`config.mk`:
```
export PLATFORM = sky130hd
export DESIGN_NAME = code_lock_ctrl
export DESIGN_NICKNAME = d
export VERILOG_FILES = /design/src/rtl/code_lock_pkg.sv /design/src/rtl/key_edge.sv /design/src/rtl/code_lock_ctrl.sv
export SDC_FILE = /design/constraint.sdc
export NUM_CORES = 1
export LEC_CHECK = 0
export CORE_MARGIN = 2
export CORE_UTILIZATION = 50
export DETAILED_ROUTE_END_ITERATION = 7
export GPL_TIMING_DRIVEN = 0
export PLACE_DENSITY = 0.71
export SETUP_SLACK_MARGIN = 0.3
export SLEW_MARGIN = 20
export SYNTH_ARGS = -nofsm -noshare
export SYNTH_HDL_FRONTEND = slang
export SYNTH_SLANG_ARGS = --single-unit
```
`constraint.sdc`:
```
create_clock -name clk -period 6.3 [get_ports clk]
set_input_delay 0.63 -clock clk [delete_from_list [all_inputs] [get_ports clk]]
set_output_delay 0.63 -clock clk [all_outputs]
set_load 0.005 [all_outputs]
```
`src/rtl/code_lock_pkg.sv`:
```
// Shared types and helpers for the keypad code lock: FSM state encoding,
// BCD digit width and code-digit lookup.
package code_lock_pkg;

  localparam int DIGIT_W = 4;

  typedef enum logic [1:0] {
    ST_ENTRY    = 2'd0,
    ST_UNLOCKED = 2'd1,
    ST_FAIL     = 2'd2,
    ST_LOCKOUT  = 2'd3
  } state_t;

  // Digit idx of a code whose first-entered digit sits in the top nibble.
  function automatic logic [DIGIT_W-1:0] code_digit(input logic [15:0] code,
                                                    input int          len,
                                                    input logic [1:0]  idx);
    logic [DIGIT_W-1:0] d;
    d = '0;
    for (int i = 0; i < 4; i++) begin
      if (i == len - 1 - int'(idx)) d = code[4*i +: 4];
    end
    return d;
  endfunction

endpackage

```
`src/rtl/key_edge.sv`:
```
// Two-flop synchronizer and rising-edge detector for the asynchronous enter key.
// A press needs the key seen low after reset, so a key held through reset release is not a press.
module key_edge (
  input  logic clk,
  input  logic reset,
  input  logic d,
  output logic press
);

  logic       sync1;
  logic       sync2;
  logic       low_q;
  logic [1:0] warm;

  // warm marks when sync2 carries a real sample rather than its reset value
  always_ff @(posedge clk or posedge reset) begin
    if (reset) begin
      sync1 <= 1'b0;
      sync2 <= 1'b0;
      low_q <= 1'b0;
      warm  <= 2'b00;
    end else begin
      sync1 <= d;
      sync2 <= sync1;
      warm  <= {warm[0], 1'b1};
      low_q <= warm[1] & ~sync2;
    end
  end

  assign press = sync2 & low_q;

endmodule

```
`src/rtl/code_lock_ctrl.sv`:
```
// Keypad code lock: digit entry with deferred mismatch reporting, timed fail
// indication and lockout after repeated failures.
//
// state       | meaning
// ST_ENTRY    | collecting digits, mismatch held silently until the last digit
// ST_UNLOCKED | correct code accepted, waiting for clear
// ST_FAIL     | wrong code, fail shown for FAIL_CYCLES
// ST_LOCKOUT  | too many failures, locked_out shown for LOCK_CYCLES
module code_lock_ctrl
  import code_lock_pkg::*;
#(
  parameter int          CODE_LEN    = 4,
  parameter logic [15:0] CODE        = 16'h2606,
  parameter int          MAX_FAIL    = 3,
  parameter int          FAIL_CYCLES = 25_000_000,
  parameter int          LOCK_CYCLES = 250_000_000
) (
  input  logic               clk,
  input  logic               reset,
  input  logic [DIGIT_W-1:0] digit_in,
  input  logic               enter,
  input  logic               clear,
  output logic               unlocked,
  output logic               fail,
  output logic               locked_out,
  output logic [1:0]         digit_idx,
  output logic [1:0]         fail_count
);

  localparam int MAX_CYC = (FAIL_CYCLES > LOCK_CYCLES) ? FAIL_CYCLES : LOCK_CYCLES;
  localparam int CNT_W   = $clog2(MAX_CYC + 1);

  localparam logic [CNT_W-1:0] FAIL_LOAD = CNT_W'(FAIL_CYCLES - 1);
  localparam logic [CNT_W-1:0] LOCK_LOAD = CNT_W'(LOCK_CYCLES - 1);
  localparam logic [CNT_W-1:0] CNT_ONE   = CNT_W'(1);
  localparam logic [1:0]       LAST_IDX  = 2'(CODE_LEN - 1);
  localparam logic [1:0]       FAIL_MAX  = 2'(MAX_FAIL);

  state_t             state;
  logic               mismatch;
  logic [CNT_W-1:0]   cnt;
  logic               press;
  logic [DIGIT_W-1:0] exp_digit;
  logic               digit_bad;

  key_edge u_key_edge (
    .clk   (clk),
    .reset (reset),
    .d     (enter),
    .press (press)
  );

  assign exp_digit = code_digit(CODE, CODE_LEN, digit_idx);
  assign digit_bad = (digit_in > 4'd9) || (digit_in != exp_digit);

  always_ff @(posedge clk or posedge reset) begin
    if (reset) begin
      state      <= ST_ENTRY;
      digit_idx  <= 2'd0;
      fail_count <= 2'd0;
      mismatch   <= 1'b0;
      cnt        <= '0;
      unlocked   <= 1'b0;
      fail       <= 1'b0;
      locked_out <= 1'b0;
    end else begin
      case (state)
        ST_ENTRY: begin
          if (clear) begin
            digit_idx <= 2'd0;
            mismatch  <= 1'b0;
          end else if (press) begin
            if (digit_idx == LAST_IDX) begin
              digit_idx <= 2'd0;
              mismatch  <= 1'b0;
              if (mismatch || digit_bad) begin
                state <= ST_FAIL;
                fail  <= 1'b1;
                cnt   <= FAIL_LOAD;
                if (fail_count < FAIL_MAX) fail_count <= fail_count + 2'd1;
              end else begin
                state      <= ST_UNLOCKED;
                unlocked   <= 1'b1;
                fail_count <= 2'd0;
              end
            end else begin
              digit_idx <= digit_idx + 2'd1;
              mismatch  <= mismatch | digit_bad;
            end
          end
        end

        ST_UNLOCKED: begin
          if (clear) begin
            state     <= ST_ENTRY;
            unlocked  <= 1'b0;
            digit_idx <= 2'd0;
            mismatch  <= 1'b0;
          end
        end

        ST_FAIL: begin
          if (cnt == '0) begin
            fail <= 1'b0;
            if (fail_count >= FAIL_MAX) begin
              state      <= ST_LOCKOUT;
              locked_out <= 1'b1;
              cnt        <= LOCK_LOAD;
            end else begin
              state <= ST_ENTRY;
            end
          end else begin
            cnt <= cnt - CNT_ONE;
          end
        end

        ST_LOCKOUT: begin
          if (cnt == '0) begin
            state      <= ST_ENTRY;
            locked_out <= 1'b0;
            fail_count <= 2'd0;
          end else begin
            cnt <= cnt - CNT_ONE;
          end
        end

        default: state <= ST_ENTRY;
      endcase
    end
  end

endmodule

```
After elaboration in Yosys (flattened, before gate mapping)
Cells that the tools add are included.
{"block": "classes", "muxes": 50, "n_addsub": 4, "n_eq_ne": 21, "multipliers": 0, "div_mod_pow": 0, "magnitude_cmp": 3, "reduce_logical": 17, "bitwise": 4, "shift": 0}
{"cell": "28-bit 2-to-1 mux", "n": 7}
{"cell": "28-bit case mux with 3 select lines", "n": 1}
{"cell": "32-bit logical NOT", "n": 1}
{"cell": "2-bit 2-to-1 mux", "n": 16}
{"cell": "28-bit logical NOT", "n": 1}
{"cell": "28-bit by 1-bit subtractor with 28-bit output (second input constant)", "n": 1}
{"cell": "6-bit AND reduction", "n": 4}
{"cell": "2-bit != test (second input constant)", "n": 10}
{"cell": "1-bit 2-to-1 mux", "n": 15}
{"cell": "4-bit 2-to-1 mux", "n": 3}
{"cell": "3-bit != test (second input constant)", "n": 3}
{"cell": "1-bit case mux with 2 select lines", "n": 4}
{"cell": "2-bit case mux with 2 select lines", "n": 2}
{"cell": "2-bit case mux with 4 select lines", "n": 1}
{"cell": "2-bit nonzero test", "n": 4}
{"cell": "7-bit AND reduction", "n": 1}
{"cell": "2-bit equality test (second input constant)", "n": 3}
{"cell": "3-bit equality test (first input constant)", "n": 2}
{"cell": "2-bit by 1-bit adder with 2-bit output (second input constant)", "n": 2}
{"cell": "4-bit > comparator (second input constant)", "n": 1}
{"cell": "4-bit != test", "n": 1}
{"cell": "4-bit AND reduction", "n": 1}
{"cell": "2-bit by 3-bit equality test with 1-bit output (first input constant)", "n": 1}
{"cell": "3-bit 2-to-1 mux", "n": 1}
{"cell": "11 further kinds", "n": 13}
{"block": "word_totals", "register_bits": 43, "out_inout_bits": 7, "word_cells": 111, "inputBits": 8, "memories": 0, "mem_bits_ro": 0, "latchBits": 0, "ramBits": 0}

Logic depth before layout (Yosys ltp)
{"block": "logic_depth", "depth_word": 14, "mapped_depth": 8, "depth_no_buf": 8}

By module
Synthesis repeated with hierarchy kept, for this count alone.
{"block": "hier_totals", "cells_unflattened": 274, "area_unflattened_um2": 2556.2}
{"module": "code_lock_ctrl", "seq_area_each_um2": 950.9, "n_inst": 1, "area_each_um2": 2407.3, "cells_each": 265}
{"module": "key_edge", "seq_area_each_um2": 125.1, "n_inst": 1, "area_each_um2": 148.9, "cells_each": 9}

Worst setup path before layout
OpenSTA, ideal clock, no wires.
{"block": "synth_path", "path_type": "register -> register", "startpoint": "register cnt[2]", "endpoint": "register cnt[3]", "t_arrival_ps": 2072, "path_slack_ps": 4106, "setup_ps": 121, "synth_period_minus_slack_ps": 2194, "path_stages_with_launch": 7, "path_buffers": 0, "required_ps": 6179, "path_cell_list": "dfrtp_1 > nor4_4 > nand4_4 > o41a_4 > nor2_4 > inv_2 > o22a_1"}
{"block": "synth_between", "elab_chain_len": 3, "elab_cells_between_ends": 8, "classes_between": "add/sub: 1; eq/ne: 2; mux: 3; reduce/logical: 2"}
{"element": "start: declaration", "line_no": "code_lock_ctrl.sv:41", "rtl": "logic [CNT_W-1:0] cnt;"}
{"element": "start signal: assignment", "line_no": "code_lock_ctrl.sv:113", "rtl": "cnt <= cnt - CNT_ONE;"}
{"element": "start signal: assignment", "line_no": "code_lock_ctrl.sv:123", "rtl": "cnt <= cnt - CNT_ONE;"}
{"element": "28-bit by 1-bit subtractor with 28-bit output / 28-bit logical NOT (equally long branches)"}
{"element": "28-bit 2-to-1 mux, or another cell as far along", "line_no": "code_lock_ctrl.sv:118", "rtl": "if (cnt == '0) begin"}
{"element": "28-bit case mux with 3 select lines / 7-bit AND reduction (equally long branches)"}
Several ways; a longest one is shown, not always the timed one. The select of a mux whose other input is x is not followed.
A chain may end at the register's enable or synchronous reset.

Worst setup path in the final report
{"block": "layout_path", "startpoint": "register cnt[2]", "endpoint": "register cnt[19]"}
The elaborated chain is that of the path after synthesis.

==> impl_metrics.env <==
export IMPL_power_density_nw_per_um2=235
export IMPL_maxCapViolCount=0
export IMPL_synth_seq_area_share_pct=42.3
export IMPL_setup_viol_count_final=0
export IMPL_cp_cell_sequence="nor4_4, nand4_4, nor3_1, nor4_1, or3b_1"
export IMPL_hold_viol=0
export IMPL_via_per_inst=6.25
export IMPL_synth_warnings=0
export IMPL_netlist_cell_type_count=60
export IMPL_drv_slew=0
export IMPL_fillers=438
export IMPL_tightest_slew_ps=982
export IMPL_start_util_pct=52.8
export IMPL_die_h_um=75.3
export IMPL_io_pins=15
export IMPL_setup_tns_ps=0
export IMPL_rsz0062_at_grt="false"
export IMPL_design_area_um2=2900
export IMPL_cts_setup_buffers=0
export IMPL_cts_tree="built"
export IMPL_ir_drop_mv=0.153
export IMPL_fin_skew_ps=10.5
export IMPL_cts_htree_levels=2
export IMPL_cts_clk_slew_worst_paths_ps=90
export IMPL_overflow=0
export IMPL_ctsHoldBuffers=0
export IMPL_drt_wl_total_mm=6.14
export IMPL_wl_per_cell_um=17.3
export IMPL_synth_avg_cell_area_um2=9.63
export IMPL_syn_nets=277
export IMPL_dr_pass1_iters=4
export IMPL_cts_sinks=43
export IMPL_port_buffers=14
export IMPL_cp_start_kind="flip-flop"
export IMPL_clk_insertion_delay_late_ps=310
export IMPL_rows=25
export IMPL_outcome="complete, no violations"
export IMPL_criticalPathCategory="reg2reg"
export IMPL_antenna_found_initial=0
export IMPL_core_um2=4820
export IMPL_grt_max_degree=27
export IMPL_crit_path_max_fanout=9
export IMPL_cts_made_buffers=5
export IMPL_leakage_nw=1.19
export IMPL_areaGrowthSynthToFinish_pct=14.0
export IMPL_dr_total_vias=2211
export IMPL_crit_arrival_ps=2980
export IMPL_synthArstFlopShare_pct=100
export IMPL_drt_initial_drc_count=223
export IMPL_layout_commonest_cell="dfrtp_1"
export IMPL_dpl_instance_area_um2=2790
export IMPL_maxSlewHeadroom_pct=34.0
export IMPL_synthFlopType="dfrtp_1"
export IMPL_grt_pass1_vias=2068
export IMPL_clockBufferDepth=2
export IMPL_synth_edf_count=0
export IMPL_crit_slowest_cell="nor3_1"
export IMPL_final_nets=299
export IMPL_cp_end_kind="flip-flop"
export IMPL_min_period_ps=2790
export IMPL_syn_cell_area_um2=2540
export IMPL_track_usage_pct=24.1
export IMPL_cts_resized=0
export IMPL_die_area_um2=5670
export IMPL_n_antenna_cell=0
export IMPL_finalCritPeriodShare_pct=44.3
export IMPL_die_w_um=75.3
export IMPL_final_cell_mix="dfrtp_1 (43), o21ai_0 (18), nor2_1 (16), nand2_1 (16), a21oi_1 (15)"
export IMPL_cpPeakStageDelay_ps=860
export IMPL_ant_nets=0
export IMPL_fmax_mhz=358
export IMPL_post_route_drc_count=0
export IMPL_cts_root_buffer="clkbuf_8"
export IMPL_dpl_hpwl_mm=4.36
export IMPL_grt_pass1_wl_mm=10.2
export IMPL_post_place_ws_ps=3450
export IMPL_critPathRequiredTime_ps=6490
export IMPL_drive_gt1_share_pct=9.41
export IMPL_timing_final_ws_setup_ps=3510
export IMPL_place_gp_congestion=0.965
export IMPL_ys_ff_latch=43
export IMPL_min_path_type="reg2reg"
export IMPL_netlist_instances=264
## synth_stat cells (2+ instances only)
library cell | number | area, um2
dfrtp_1 | 43 | 1080
o21ai_0 | 18 | 90.1
nand2_1 | 16 | 60.1
nor2_1 | 16 | 60.1
a21oi_1 | 15 | 75.1
nor3_1 | 13 | 65.1
inv_1 | 12 | 45.0
and3_1 | 9 | 56.3
clkbuf_1 | 9 | 33.8
nor4_1 | 9 | 56.3
nand3_1 | 8 | 40.0
a221o_1 | 5 | 50.1
ha_1 | 5 | 62.6
or3_1 | 5 | 31.3
or4_1 | 5 | 37.5
a22oi_1 | 4 | 30.0
a31oi_1 | 4 | 25.0
o21a_1 | 4 | 30.0
o22a_1 | 4 | 35.0
o22ai_1 | 4 | 25.0
o31ai_1 | 4 | 30.0
a211oi_1 | 3 | 22.5
a21o_1 | 3 | 22.5
nor2b_1 | 3 | 18.8
xor2_1 | 3 | 26.3
a211o_1 | 2 | 17.5
a221oi_1 | 2 | 17.5
a32o_1 | 2 | 20.0
nand4_1 | 2 | 12.5
o41ai_1 | 2 | 17.5
## routing by layer
layer,global-route usage [%],routed length [um]
met5,0,0
met4,8.77,65
met3,4.76,330
met2,36.3,2890
met1,34.8,2850
## power by group
| part | internal [mW] | switching (mW) |
|---|---|---|
| logic | 0.0512 | 0.0629 |
| registers | 0.305 | 0.0391 |
| clock network | 0.118 | 0.103 |
| total | 0.475 | 0.205 |
## sequential cells by signal, summed over array words and instances, names as in the netlist, 2 cells and up
name	flops
fail_count	2
u_key_edge.warm	2
digit_idx	2
cnt	28
state	2
## area by class of cell
| class | instances | area [um2] | area share [%] |
|---|---|---|---|
| repair buffers | 15 | 160 | 5.53 |
| inverters | 13 | 48.8 | 1.68 |
| plain buffers | 12 | 53.8 | 1.86 |
| flip-flops and latches | 43 | 1080 | 37.1 |
| clock inverters | 3 | 43.8 | 1.51 |
| well taps | 67 | 83.8 | 2.89 |
| clock buffers | 5 | 68.8 | 2.37 |
| multi-input cells | 196 | 1360 | 47.0 |
## per-stage QoR
step	util, %	power, mW	std cells	hold WS, ps
after global routing	60.2	0.712	354	367
after floorplan	-	0.423	264	331
after CTS	60.2	0.682	354	354
after detailed placement	57.8	0.464	346	335
after global placement	57.4	0.457	345	332
final	60.2	0.680	354	353
## path summary, 6_finish.rpt
check | start | to | slack (ps) | cells past startpoint
max in group asynchronous | reset | cnt[25] | 5210 | 3
min reg2reg | u_key_edge.warm[0] | u_key_edge.warm[1] | 350 | 0
max | cnt[2] | cnt[19] | 3510 | 5
max reg2reg | cnt[2] | cnt[19] | 3510 | 5
min | u_key_edge.warm[0] | u_key_edge.warm[1] | 350 | 0
min in group asynchronous | reset | cnt[17] | 630 | 2
## kinds of logic (layout without fill, tap and decap cells)
family                   Yosys count  count (layout)  synth area share, %
other                              1               1                0.148
AND/OR/NAND/NOR                   97              97                 22.8
XOR/XNOR                           4               4                 1.38
flip-flops                        43              43                 42.3
buffers and inverters             25              48                 4.04
adder cells (fa/ha/maj)            5               5                 2.46
AO/OA/AOI/OAI                     89              89                 26.8
## critical path, delay by kind of cell (launching register included)
family	cells	cell delay, ps
flops	1	450
simple gates	5	2230
Power figures use the tool's default switching activity.
